## config.mk

```make
export PLATFORM = sky130hd
export DESIGN_NAME = rx_sample_timer
export DESIGN_NICKNAME = d
export VERILOG_FILES = /design/src/rtl/rx_sample_timer.sv
export SDC_FILE = /design/constraint.sdc
export NUM_CORES = 1
export LEC_CHECK = 0
export CAP_MARGIN = 20
export CORE_MARGIN = 4
export CORE_UTILIZATION = 61
export CTS_BUF_LIST = sky130_fd_sc_hd__clkbuf_4
export DETAILED_ROUTE_END_ITERATION = 6
export PLACE_DENSITY = 0.95
export REMOVE_ABC_BUFFERS = 1
export SKIP_LAST_GASP = 1
export SYNTH_ARGS = -nofsm -noshare
export SYNTH_HDL_FRONTEND = slang
export SYNTH_SLANG_ARGS = --single-unit
```

## constraint.sdc

```tcl
create_clock -name clk -period 3 [get_ports clk]
set_input_delay 0.6 -clock clk [delete_from_list [all_inputs] [get_ports clk]]
set_output_delay 0.6 -clock clk [all_outputs]
set_load 0.02 [all_outputs]
```

## src/rtl/rx_sample_timer.sv

```systemverilog
// USB receive sample timer: recovers bit timing from line transitions and issues
// one en_sample pulse per bit, flagging runs of samples with no transition.
module rx_sample_timer #(
    parameter int unsigned CLK_PER_BIT   = 8,
    parameter int unsigned EXTEND_PERIOD = 3,
    parameter int unsigned SAMPLE_PHASE  = 4,
    parameter int unsigned MAX_RUN       = 7
) (
    input  logic clk,
    input  logic n_rst,
    input  logic enable,
    input  logic d_plus,
    input  logic d_minus,
    input  logic clear_err,
    output logic en_sample,
    output logic edge_det,
    output logic run_err
);

    localparam int unsigned CntW  = $clog2(CLK_PER_BIT + 2);
    localparam int unsigned RunW  = $clog2(MAX_RUN + 1);
    localparam int unsigned EpMax = (EXTEND_PERIOD == 0) ? 1 : EXTEND_PERIOD;
    localparam int unsigned IdxW  = $clog2(EpMax + 1);

    typedef enum logic [1:0] {StIdle, StHunt, StTrack} state_e;

    state_e            state_q, state_d;
    logic [CntW-1:0]   cnt_q, cnt_d;
    logic [IdxW-1:0]   idx_q, idx_d;
    logic [RunW-1:0]   run_q, run_d;
    logic              run_err_q, run_err_d;
    logic              last_d_plus, last_d_minus;
    logic              set_err;
    logic              long_interval;

    assign edge_det  = enable & ((d_plus != last_d_plus) | (d_minus != last_d_minus));
    assign en_sample = (state_q == StTrack) && (cnt_q == '0);
    // A sample that brings the run count to (or keeps it at) MAX_RUN sets the flag
    assign set_err   = en_sample && !edge_det && (run_q >= RunW'(MAX_RUN - 1));
    assign run_err   = run_err_q;

    assign long_interval = (EXTEND_PERIOD != 0) && (idx_q == IdxW'(EpMax));

    always_comb begin
        state_d   = state_q;
        cnt_d     = cnt_q;
        idx_d     = idx_q;
        run_d     = run_q;
        run_err_d = run_err_q;

        if (!enable) begin
            state_d   = StIdle;
            cnt_d     = '0;
            idx_d     = '0;
            run_d     = '0;
            run_err_d = 1'b0;
        end else begin
            unique case (state_q)
                StIdle: begin
                    state_d = StHunt;
                end
                StHunt, StTrack: begin
                    if (edge_det) begin
                        // Realign: the interval index restarts at the first interval
                        state_d = StTrack;
                        cnt_d   = CntW'(SAMPLE_PHASE - 1);
                        idx_d   = IdxW'(1);
                        run_d   = '0;
                    end else if (en_sample) begin
                        cnt_d = long_interval ? CntW'(CLK_PER_BIT) : CntW'(CLK_PER_BIT - 1);
                        idx_d = (idx_q == IdxW'(EpMax)) ? IdxW'(1) : idx_q + IdxW'(1);
                        run_d = (run_q == RunW'(MAX_RUN)) ? run_q : run_q + RunW'(1);
                    end else if (state_q == StTrack) begin
                        cnt_d = cnt_q - CntW'(1);
                    end
                end
                default: begin
                    state_d = StIdle;
                end
            endcase

            if (set_err) begin
                run_err_d = 1'b1;
            end else if (clear_err) begin
                run_err_d = 1'b0;
            end
        end
    end

    always_ff @(posedge clk or negedge n_rst) begin
        if (!n_rst) begin
            state_q      <= StIdle;
            cnt_q        <= '0;
            idx_q        <= '0;
            run_q        <= '0;
            run_err_q    <= 1'b0;
            last_d_plus  <= 1'b1;
            last_d_minus <= 1'b0;
        end else begin
            state_q      <= state_d;
            cnt_q        <= cnt_d;
            idx_q        <= idx_d;
            run_q        <= run_d;
            run_err_q    <= run_err_d;
            last_d_plus  <= d_plus;
            last_d_minus <= d_minus;
        end
    end

endmodule

```

Word-level counts from Yosys, hierarchy flattened --
Index checks and enable logic that the tools add are counted.
Storage, ports and cells: bits in registers 14, output and inout port bits 3, input bits 6, logic and storage cells 57
Operators by class: equal/unequal tests 12, reductions and logical operators 10, magnitude comparators 1, $add $sub $neg 3, muxes and demuxes 22, bitwise gates (word level) 2
Operators by type and width (count):
- 4-bit 2-to-1 mux | 6
- 3-bit 2-to-1 mux | 5
- 2-bit 2-to-1 mux | 7
- 3-bit by 1-bit inequality test with 1-bit output (second input constant) | 2
- 3-bit inequality test (second input constant) | 2
- 2-bit equality test (second input constant) | 2
- 4-bit logical NOT | 1
- 4-bit by 1-bit inequality test with 1-bit output (second input constant) | 1
- 2-bit case mux with 2 select lines | 1
- 2-bit AND reduction | 2
- 4-bit by 1-bit subtractor with 4-bit output (second input constant) | 1
- 3-bit by 1-bit adder with 3-bit output (second input constant) | 1
- 3-bit equality test (second input constant) | 1
- 3-bit >= comparator (second input constant) | 1
- 1-bit logical AND | 3
- 1-bit 2-to-1 mux | 3
- 3-bit AND reduction | 1
- 2-bit by 1-bit adder with 2-bit output (second input constant) | 1
- 2-bit by 1-bit equality test with 1-bit output (second input constant) | 1
- 2-bit logical NOT | 1
- 1-bit inequality test | 2
- 2-bit by 1-bit inequality test with 1-bit output (second input constant) | 1
- 2-bit OR reduction | 1
- 1-bit AND | 1
- 2 further kinds | 2

Logic depth before layout (Yosys ltp) --
depth after elaboration 8, mapped depth 7, gate-level depth less buffers 6

Worst setup path after synthesis --
Ideal clock, no wire load.
path kind in2out, start point input port d_plus, end point output port edge_det, cell stages on the path 3, arrival time 1.236 ns, required time 2.400 ns, path slack 1.164 ns, buffers on the path 0, path through xor2_1 > nor2_1 > nor2_1
Between the ends: word-level cells in the longest chain between the ends 3
RTL lines:
- from (decl) | RTL line 12 | input logic d_plus,
- 1-bit inequality test | RTL line 36 | assign edge_det = enable & ((d_plus != last_d_plus) | (d_minus != last_d_minus));
- 1-bit OR | RTL line 36
- 1-bit AND | RTL line 36
- to (decl) | RTL line 16 | output logic edge_det,
Every way passes these cells.

Final worst setup path --
Same ends and word-level chain as after synthesis.

==> metrics <==
GRT Resource Usage Total=21.7%; Core ar.=1300 µm²; die height=45.0 µm; Synth cell types=35; Initial Util=64.3%; die width=45.0 µm; Setup Buffers After CTS=0; Primary FF master, synth=dfrtp_1; global placement routability congestion=0.842; Mapped Cells=86; Pleak=0.418 nW; unrepaired setup endpoints after global routing=no; Post-CTS Hold Fix Bufs=0; cell chain of the critical path=clkdlybuf4s50_1 > xor2_1 > nor2_1 > nor2_1 > clkdlybuf4s50_1; # IOs=9; Hold Path Origin=run_err; slowest CP cell=clkdlybuf4s50_1; depth of the worst register-to-register path=6; CTS max path bufs=2; Root Buffer=clkbuf_4; Area contributors post-synth=dfrtp_1 39%, ha_1 10%, nand2_1 3.6%; Critical Path Max Stage Delay=0.63 ns; number of vias per cell=6.23; status=finished, final reports clean; layout net count=110; global-route wire length before repair=3060 µm; post-synthesis register bit count=14; register area share after synthesis=42.0%; Reg2Reg Setup Slack=1.09 ns; Worst Hold Endpoint=run_err; asr flop ratio synth=100%; vias in the first global route=690; Cell Area, Synth=837 µm²; DR WL/cell=15.6 µm; initial antenna violation count=0; Final Cycle Share=93.0%; Syn Area/Cell=9.73 µm²; PostCTS Resize Cnt=0; DRT iter0 DRCs=8; Syn. warnings=0; largest net degree at the start of global routing=15; DPL Wire Length=1340 µm; dpl cells=107; worst hold stages=2; n_diodes=0; final hold vios=0; TritonCTS Sinks=14; Residual DRC=0; crit end category=output port; Hold WS=0.549 ns; EDFF count, synth=0; crit path time final=2.79 ns; reg2reg start=state_q[0]; FMAX=358 MHz; fillcell total=108; Placed Area=927 µm²; slew margin rel.=59.5%; # H-tree levels=1; Setup TNS=0 ns; CTS tree=built; DRT Pass-1 Iters=4; CP required=2.40 ns; # port buffers=8; Final Cell Area=957 µm²; CP bufs+invs=2; DIE AREA=2030 µm²; CTS buffer count=3; Skew-Pair Late Insertion Delay=0.28 ns; RR Endpoint=run_q[0]; Final ANT Viol Nets=0; Rows=13; clock slew at reported path FFs=0.08 ns; vias after detailed routing=691; final WL=1730 µm; Arr. time, crit path=2.19 ns; Max-cap violations=0; area of the multi-input gates=435 µm²; Worst Path Max Fanout=3; path type of the worst setup path=in2out; Final Setup Violations=0; Clock Skew=0.00771 ns; max-slew violations=0; Worst path top cell family by delay=buffers and inverters; worst vdd rail ir drop=0.000320 V; Critical Path Source=d_plus; worst slew pin tran=0.606 ns; Pwr Density=601 nW/µm²; Congestion Overflow GR=0; Yosys top cell area share=38.9%; sequential cell area=352 µm²; share of cells above drive strength 1=10.4%; Hold Crit Class=reg2reg; Post-Layout Cell Count=111; final core utilization=73.6%; Startpoint Class=input port; post-synth top area cell=dfrtp_1; layout overhead on the synthesized area=14.3%
## layer usage
| layer | track usage [%] | wire length [µm] |
|---|---|---|
| met1 | 26.8 | 767 |
| met4 | 17.5 | 85 |
| met3 | 2.39 | 58 |
| met2 | 33.9 | 820 |
| met5 | 0 | 0 |
## cells in the final DEF, fill, tap and decap left out, drive strengths merged, types with 3 or more instances in the layout
master	netlist	final
a21oi	3	3
clkbuf	2	4
dfrtp	13	13
nand2	8	8
ha	7	7
nand3	4	4
clkdlybuf4s50	0	8
nor2	4	4
o22ai	3	3
inv	7	7
## kinds of logic after synthesis
family | Yosys count | share of synthesized area (%)
AND/OR/NAND/NOR | 31 | 20.5
AO/OA/AOI/OAI | 20 | 17.2
flip-flops | 14 | 42.0
buffers and inverters | 11 | 5.98
adder cells (fa/ha/maj) | 7 | 10.5
XOR/XNOR | 2 | 2.09
multiplexers | 1 | 1.79
## final cells by class
cell class,instances,area share (%)
clock buffers,4,3.14
flip-flops and latches,14,36.7
multi-input cells,61,45.5
well taps,15,1.96
inverters,7,2.75
repair buffers,10,9.93
## how the worst max path moves through the flow
stage / to / slack (ns) / cells after the start
detailed placement: edge_det / 0.23 / 5
global placement: edge_det / 0.30 / 5
finish: edge_det / 0.21 / 5
CTS: en_sample / 0.23 / 4
floorplan: edge_det / 1.16 / 3
global route: en_sample / 0.14 / 4
## worst reg2reg max path: stages, from the launching register on
cell      delay, ns
dfrtp_1        0.38
inv_1          0.09
ha_1           0.31
and4bb_1       0.44
nor2b_1        0.24
nand3_1        0.15
o22ai_1        0.22
## synth_stat cells (2+ instances only)
library cell  number
nand3_1            4
o21a_1             2
nor2b_1            2
inv_1              7
a211oi_1           2
o31ai_1            2
clkbuf_1           2
o21ai_0            2
dfrtp_1           13
xor2_1             2
ha_1               7
nand2_1            8
nand4_1            2
nand2b_1           2
nor2_1             4
nor3_1             2
a21oi_1            3
o22ai_1            3
## state kept, by name (all words and copies together), names as in the netlist
name / count
cnt_q: 4
idx_q: 2
last_d_minus: 1
last_d_plus: 1
run_err: 1
run_q: 3
state_q: 2
## where the power goes
group          switching, W  internal, W
combinational      0.000126    0.0000991
clock             0.0000600    0.0000607
sequential        0.0000190     0.000211
## per-stage QoR
stage | worst slack (ns) | total power, W
2_1_floorplan | 1.16 | 0.000388
3_3_place_gp | 0.296 | 0.000436
3_5_place_dp | 0.230 | 0.000455
4_1_cts | 0.227 | 0.000574
5_1_grt | 0.137 | 0.000614
6_report | 0.210 | 0.000575
Note: power is estimated with default switching activity, not from simulation.
